**src/rtl/qmult_pkg.sv**
```systemverilog
// rtl/qmult_pkg.sv - shared constants and product type for qmult (latency follows QMULT_INPUT_REG_EN)
package qmult_pkg;

  localparam int PRODUCT_W = 32;

`ifdef QMULT_INPUT_REG_EN
  localparam int LATENCY = 2;
`else
  localparam int LATENCY = 1;
`endif

  typedef logic signed [PRODUCT_W-1:0] product_t;

endpackage

```
**src/rtl/qmult_core.sv**
```systemverilog
// rtl/qmult_core.sv - combinational signed N x N multiply, sign-extended to PRODUCT_W bits
module qmult_core
  import qmult_pkg::*;
#(
  parameter int N = 16
) (
  input  logic [N-1:0] multiplicand,
  input  logic [N-1:0] multiplier,
  output product_t     product
);

  // Widen both operands first so the multiply is exact at 2N bits.
  logic signed [2*N-1:0] a_ext;
  logic signed [2*N-1:0] b_ext;
  logic signed [2*N-1:0] p_full;

  assign a_ext   = (2*N)'($signed(multiplicand));
  assign b_ext   = (2*N)'($signed(multiplier));
  assign p_full  = a_ext * b_ext;
  assign product = PRODUCT_W'(p_full);

endmodule

```
**src/rtl/qmult.sv**
```systemverilog
// rtl/qmult.sv - pipelined signed multiplier top; QMULT_INPUT_REG_EN adds an input register stage
module qmult
  import qmult_pkg::*;
#(
  parameter int N = 16
) (
  input  logic                 clk,
  input  logic                 rst_n,
  input  logic                 input_vld,
  input  logic [N-1:0]         multiplicand_din,
  input  logic [N-1:0]         multiplier_din,
  output logic [PRODUCT_W-1:0] product_dout,
  output logic                 product_dout_vld,
  output logic                 product_end
);

  logic         mul_vld;
  logic [N-1:0] mul_a;
  logic [N-1:0] mul_b;
  product_t     prod;

`ifdef QMULT_INPUT_REG_EN
  logic         vld_q;
  logic [N-1:0] mcand_q;
  logic [N-1:0] mplier_q;

  always_ff @(posedge clk) begin
    if (!rst_n) begin
      vld_q    <= 1'b0;
      mcand_q  <= '0;
      mplier_q <= '0;
    end else begin
      vld_q    <= input_vld;
      mcand_q  <= multiplicand_din;
      mplier_q <= multiplier_din;
    end
  end

  assign mul_vld = vld_q;
  assign mul_a   = mcand_q;
  assign mul_b   = mplier_q;
`else
  assign mul_vld = input_vld;
  assign mul_a   = multiplicand_din;
  assign mul_b   = multiplier_din;
`endif

  qmult_core #(.N(N)) u_core (
    .multiplicand (mul_a),
    .multiplier   (mul_b),
    .product      (prod)
  );

  // End flag looks one stage ahead: the burst ends when the next output will be invalid.
  always_ff @(posedge clk) begin
    if (!rst_n) begin
      product_dout     <= '0;
      product_dout_vld <= 1'b0;
      product_end      <= 1'b0;
    end else begin
      product_dout     <= mul_vld ? prod : '0;
      product_dout_vld <= mul_vld;
      product_end      <= product_dout_vld & ~mul_vld;
    end
  end

endmodule

```
**config.mk**
```make
export PLATFORM = sky130hd
export DESIGN_NAME = qmult
export DESIGN_NICKNAME = d
export VERILOG_FILES = /design/src/rtl/qmult_pkg.sv /design/src/rtl/qmult_core.sv /design/src/rtl/qmult.sv
export SDC_FILE = /design/constraint.sdc
export NUM_CORES = 1
export LEC_CHECK = 0
export CORE_MARGIN = 2
export CORE_UTILIZATION = 63
export DETAILED_ROUTE_END_ITERATION = 6
export GPL_TIMING_DRIVEN = 0
export PLACE_DENSITY_LB_ADDON = 0.25
export SLEW_MARGIN = 20
export SYNTH_ARGS = -nofsm -noshare
export SYNTH_HDL_FRONTEND = slang
export SYNTH_SLANG_ARGS = --single-unit
```
**constraint.sdc**
```tcl
create_clock -name clk -period 9.7 [get_ports clk]
set_clock_uncertainty 0.15 [all_clocks]
set_input_delay 2.425 -clock clk [delete_from_list [all_inputs] [get_ports clk]]
set_output_delay 2.425 -clock clk [all_outputs]
set_load 0.03 [all_outputs]
```
==> impl_metrics.csv, run 1 <==
group,metric,value,unit
run_status,status,"finished clean",
global_route,grt_usage,30.56,%
placement,place_hpwl,21960,um
synth,synth_area,10720,um^2
sta,rsz0062_at_grt,"no",
floorplanning,core.rowCount,47,
global_route,grt_first_pass_wirelength,42190,um
layout,finalNonFillerCells,1457,
clocking,cts_tree,"built",
layout,antenna_cells,0,
placement,postPlaceCellArea,11680,um^2
synth,avgSynthCellArea,9.234,um^2
synth,synth_top_area_share,48.93,%
sta,drv_slew,0,
critical_path,worst_ep_required_time,9.70,ns
synth,synthCells,1161,
sta,slew_headroom,40.77,%
critical_path,cpMostUsedCell,"fa_1",
clocking,cts_root_buf,"clkbuf_16",
critical_path,crit_chain,"clkdlybuf4s50_1 -> clkbuf_1 -> nand2_1 -> inv_1 -> fa_1 -> fa_1 -> fa_1 -> fa_1 -> fa_1 -> inv_1 -> fa_1 -> inv_1 -> ha_1 -> and3_1 -> a221o_1 -> a21o_1 -> a211o_1 -> a21oi_2 -> o21ai_0 -> nor3b_2",
critical_path,cp_slowest_stage_delay,0.85,ns
clocking,clock_latency,0.27,ns
clocking,path_clk_slew,0.05,ns
routing,drt_iter0_markers,469,
sta,hold_viol_final,0,
clocking,cts-hold-fix-buffers,0,
synth,synthArstFlopShare,0,%
layout,final_area,11820,um^2
placement,gp_congestion,0.9992,
layout,area_delta_synth_final,10.29,%
critical_path,critPathTopFamily,"adder cells",
critical_path,slowest_stage,"fa_1",
synth,ys_types,46,
global_route,grtUsageMet3,5.367,%
floorplanning,initial_utilization,64.64,%
routing,routed_wl,25860,um
placement,io_buffers,68,
synth,synth_area_leaders,"fa_1, inv_1, ha_1, and2_1, dfxtp_1",
clocking,clock_tree.buffer_depth,2,
routing,first_pass_iters,6,
sta,tns,0,ns
synth,yosys.area.top_type,"fa_1",
synth,synthesis.nets,1540,
placement,post-place-cells,1449,
critical_path,critPathKind,"in2reg",
critical_path,cp.arrival,9.25,ns
routing,drc,0,
layout,final_nets,1615,
global_route,grt_antenna_before_repair,0,
routing,vias,8169,
sta,setup_viol,0,
run,maxCapViolations,0,
global_route,use_met2,52.64,%
clocking,post-cts-setup-buffers,0,
floorplanning,fp.dieW,134.4,um
sta,finalCriticalPeriod,9.253,ns
routing,wl_per_cell,17.75,um
critical_path,cp_num_buf_inv,5,
global_route,grt_max_degree,11,
floorplanning,dieArea,18080,um^2
sta,fmaxAchievable,0.1081,GHz
global_route,grt-ovfl-total,0,
layout,drive_above_1_share,1.536,%
critical_path,crit_fanout,10,
critical_path,worst_setup_path_start_kind,"input pin",
synth,synthFlopType,"dfxtp_1",
synth,synth-seq-cells,34,
synth,yosys_warnings,0,
sta,tightest_slew,0.8792,ns
synth,synth-edff-count,0,
clocking,h-tree-depth,2,
global_route,grt-busiest-layer,"met2",
global_route,grtUsageMet1,38.02,%
floorplanning,core-area,16580,um^2
min_path,min_path_type,"reg2reg",
clocking,cts_buffers,5,
clocking,cts.repair.resized,0,
critical_path,worstSetupEndpointType,"flop",
routing,viasPerCell,5.607,
global_route,grt_pass1_vias,8567,
synth,synth-seq-area-share,6.349,%
clocking,cts.sinks,34,
sta,period_share,95.39,%
floorplanning,fp.dieH,134.4,um
floorplanning,io_pins,69,
routing,detail-route-antenna-nets,0,
==> routing by layer <==
| metal | vias to the layer above | wire [um] |
|---|---|---|
| met4 | 0 | 1399 |
| met1 | 4124 | 9532 |
| li1 | 3576 | - |
| met5 | - | 0 |
| met3 | 94 | 1867 |
| met2 | 375 | 13060 |
==> final timing paths <==
path	slack, ns	depth (start not counted)	end	from
worst max-delay path	0.45	20	product_dout[31]$_SDFF_PN0_	multiplicand_din[15]
worst min-delay path	0.35	1	product_end$_SDFF_PN0_	product_dout_vld$_SDFF_PN0_
worst max register to register	8.98	1	product_end$_SDFF_PN0_	product_dout_vld$_SDFF_PN0_
worst min register to register	0.35	1	product_end$_SDFF_PN0_	product_dout_vld$_SDFF_PN0_
==> cell type report <==
type / count / area [um^2]
Multi-Input combinational cell: 799 / 8808
Fill cell: 1315 / 4760
Inverter: 292 / 1096
Sequential cell: 34 / 680.7
Timing Repair Buffer: 68 / 680.7
Tap cell: 220 / 275.3
Clock buffer: 7 / 142.6
Buffer: 36 / 135.1
Clock inverter: 1 / 5.005
==> sequential cells by signal, summed over array words and instances, names as in the netlist <==
register	count
product_dout_vld	1
product_dout	32
product_end	1
==> metrics by stage <==
stage	hold slack [ns]	setup WS [ns]	utilization, %
detailed placement	0.3297	0.2368	70.41
finish	0.3476	0.4470	71.30
CTS	0.3516	0.5209	71.30
global placement	0.3278	0.3202	70.41
global route	0.3541	0.1705	71.30
floorplan	0.4968	1.572	-
==> synth_stat cells, types with 2 or more instances <==
library cell,n
a211o_1,4
a21o_1,9
a21o_2,2
a21oi_1,20
a21oi_2,3
a31oi_1,4
and2_1,122
and3_1,10
and3b_1,2
clkbuf_1,36
dfxtp_1,34
fa_1,262
ha_1,82
inv_1,291
mux2i_1,2
nand2_1,133
nand2b_1,7
nand3_1,6
nand4_1,4
nor2_1,37
nor3_1,15
nor3b_1,2
o211ai_1,6
o21a_1,6
o21ai_0,15
o21bai_1,2
o22ai_1,3
xnor2_1,17
xor2_1,8
==> logic make-up after synthesis <==
logic type	count (synthesis)	synth area share, %
and+or+nand+nor	343	16.01
xor gates and xnor gates	25	2.042
DFF	34	6.349
adders and majority gates	344	58.50
muxes	2	0.1867
buffers and inverters	328	11.48
AOI/OAI and AO/OA	85	5.427
==> layout by cell type (no fill, tap or decap), drive strengths merged, types with 11 or more instances in the layout <==
master / netlist / final
o21ai: 15 / 15
clkbuf: 36 / 43
nand2: 133 / 133
clkdlybuf4s50: 0 / 68
nor2: 37 / 37
nor3: 15 / 15
a21o: 11 / 11
ha: 82 / 82
fa: 262 / 262
xnor2: 17 / 17
inv: 291 / 291
a21oi: 23 / 23
dfxtp: 34 / 34
and2: 122 / 122
Power of run 1 is not shown: default switching activity piles up to over one toggle a cycle in this logic, so the estimate is an artifact.
==> run 2: changes to the inputs <==
--- a/config.mk
+++ b/config.mk
@@ -10,7 +10,7 @@
 export DETAILED_ROUTE_END_ITERATION = 6
 export GPL_TIMING_DRIVEN = 0
 export PLACE_DENSITY_LB_ADDON = 0.25
-export SLEW_MARGIN = 20
+export SLEW_MARGIN = 40
 export SYNTH_ARGS = -nofsm -noshare
 export SYNTH_HDL_FRONTEND = slang
 export SYNTH_SLANG_ARGS = --single-unit
==> results of run 2 <==
No change in the layout: final DEF, timing and power equal those of run 1.
Power of run 2 is left out for the same reason.
==> run 3: changes to the inputs <==
==> constraint.sdc (replaced) <==
create_clock -name clk -period 9.7 [get_ports clk]
set_clock_uncertainty 0.15 [all_clocks]
set_input_delay 1.94 -clock clk [delete_from_list [all_inputs] [get_ports clk]]
set_output_delay 1.94 -clock clk [all_outputs]
set_load 0.03 [all_outputs]
==> results of run 3 <==
The final DEF is identical to that of run 1. Status: finished clean.
Main changes from that run: setup slack after placement 0.2368 ns -> 0.7218 ns; setup slack after layout 0.4470 ns -> 0.9320 ns
Power of run 3 is left out for the same reason.
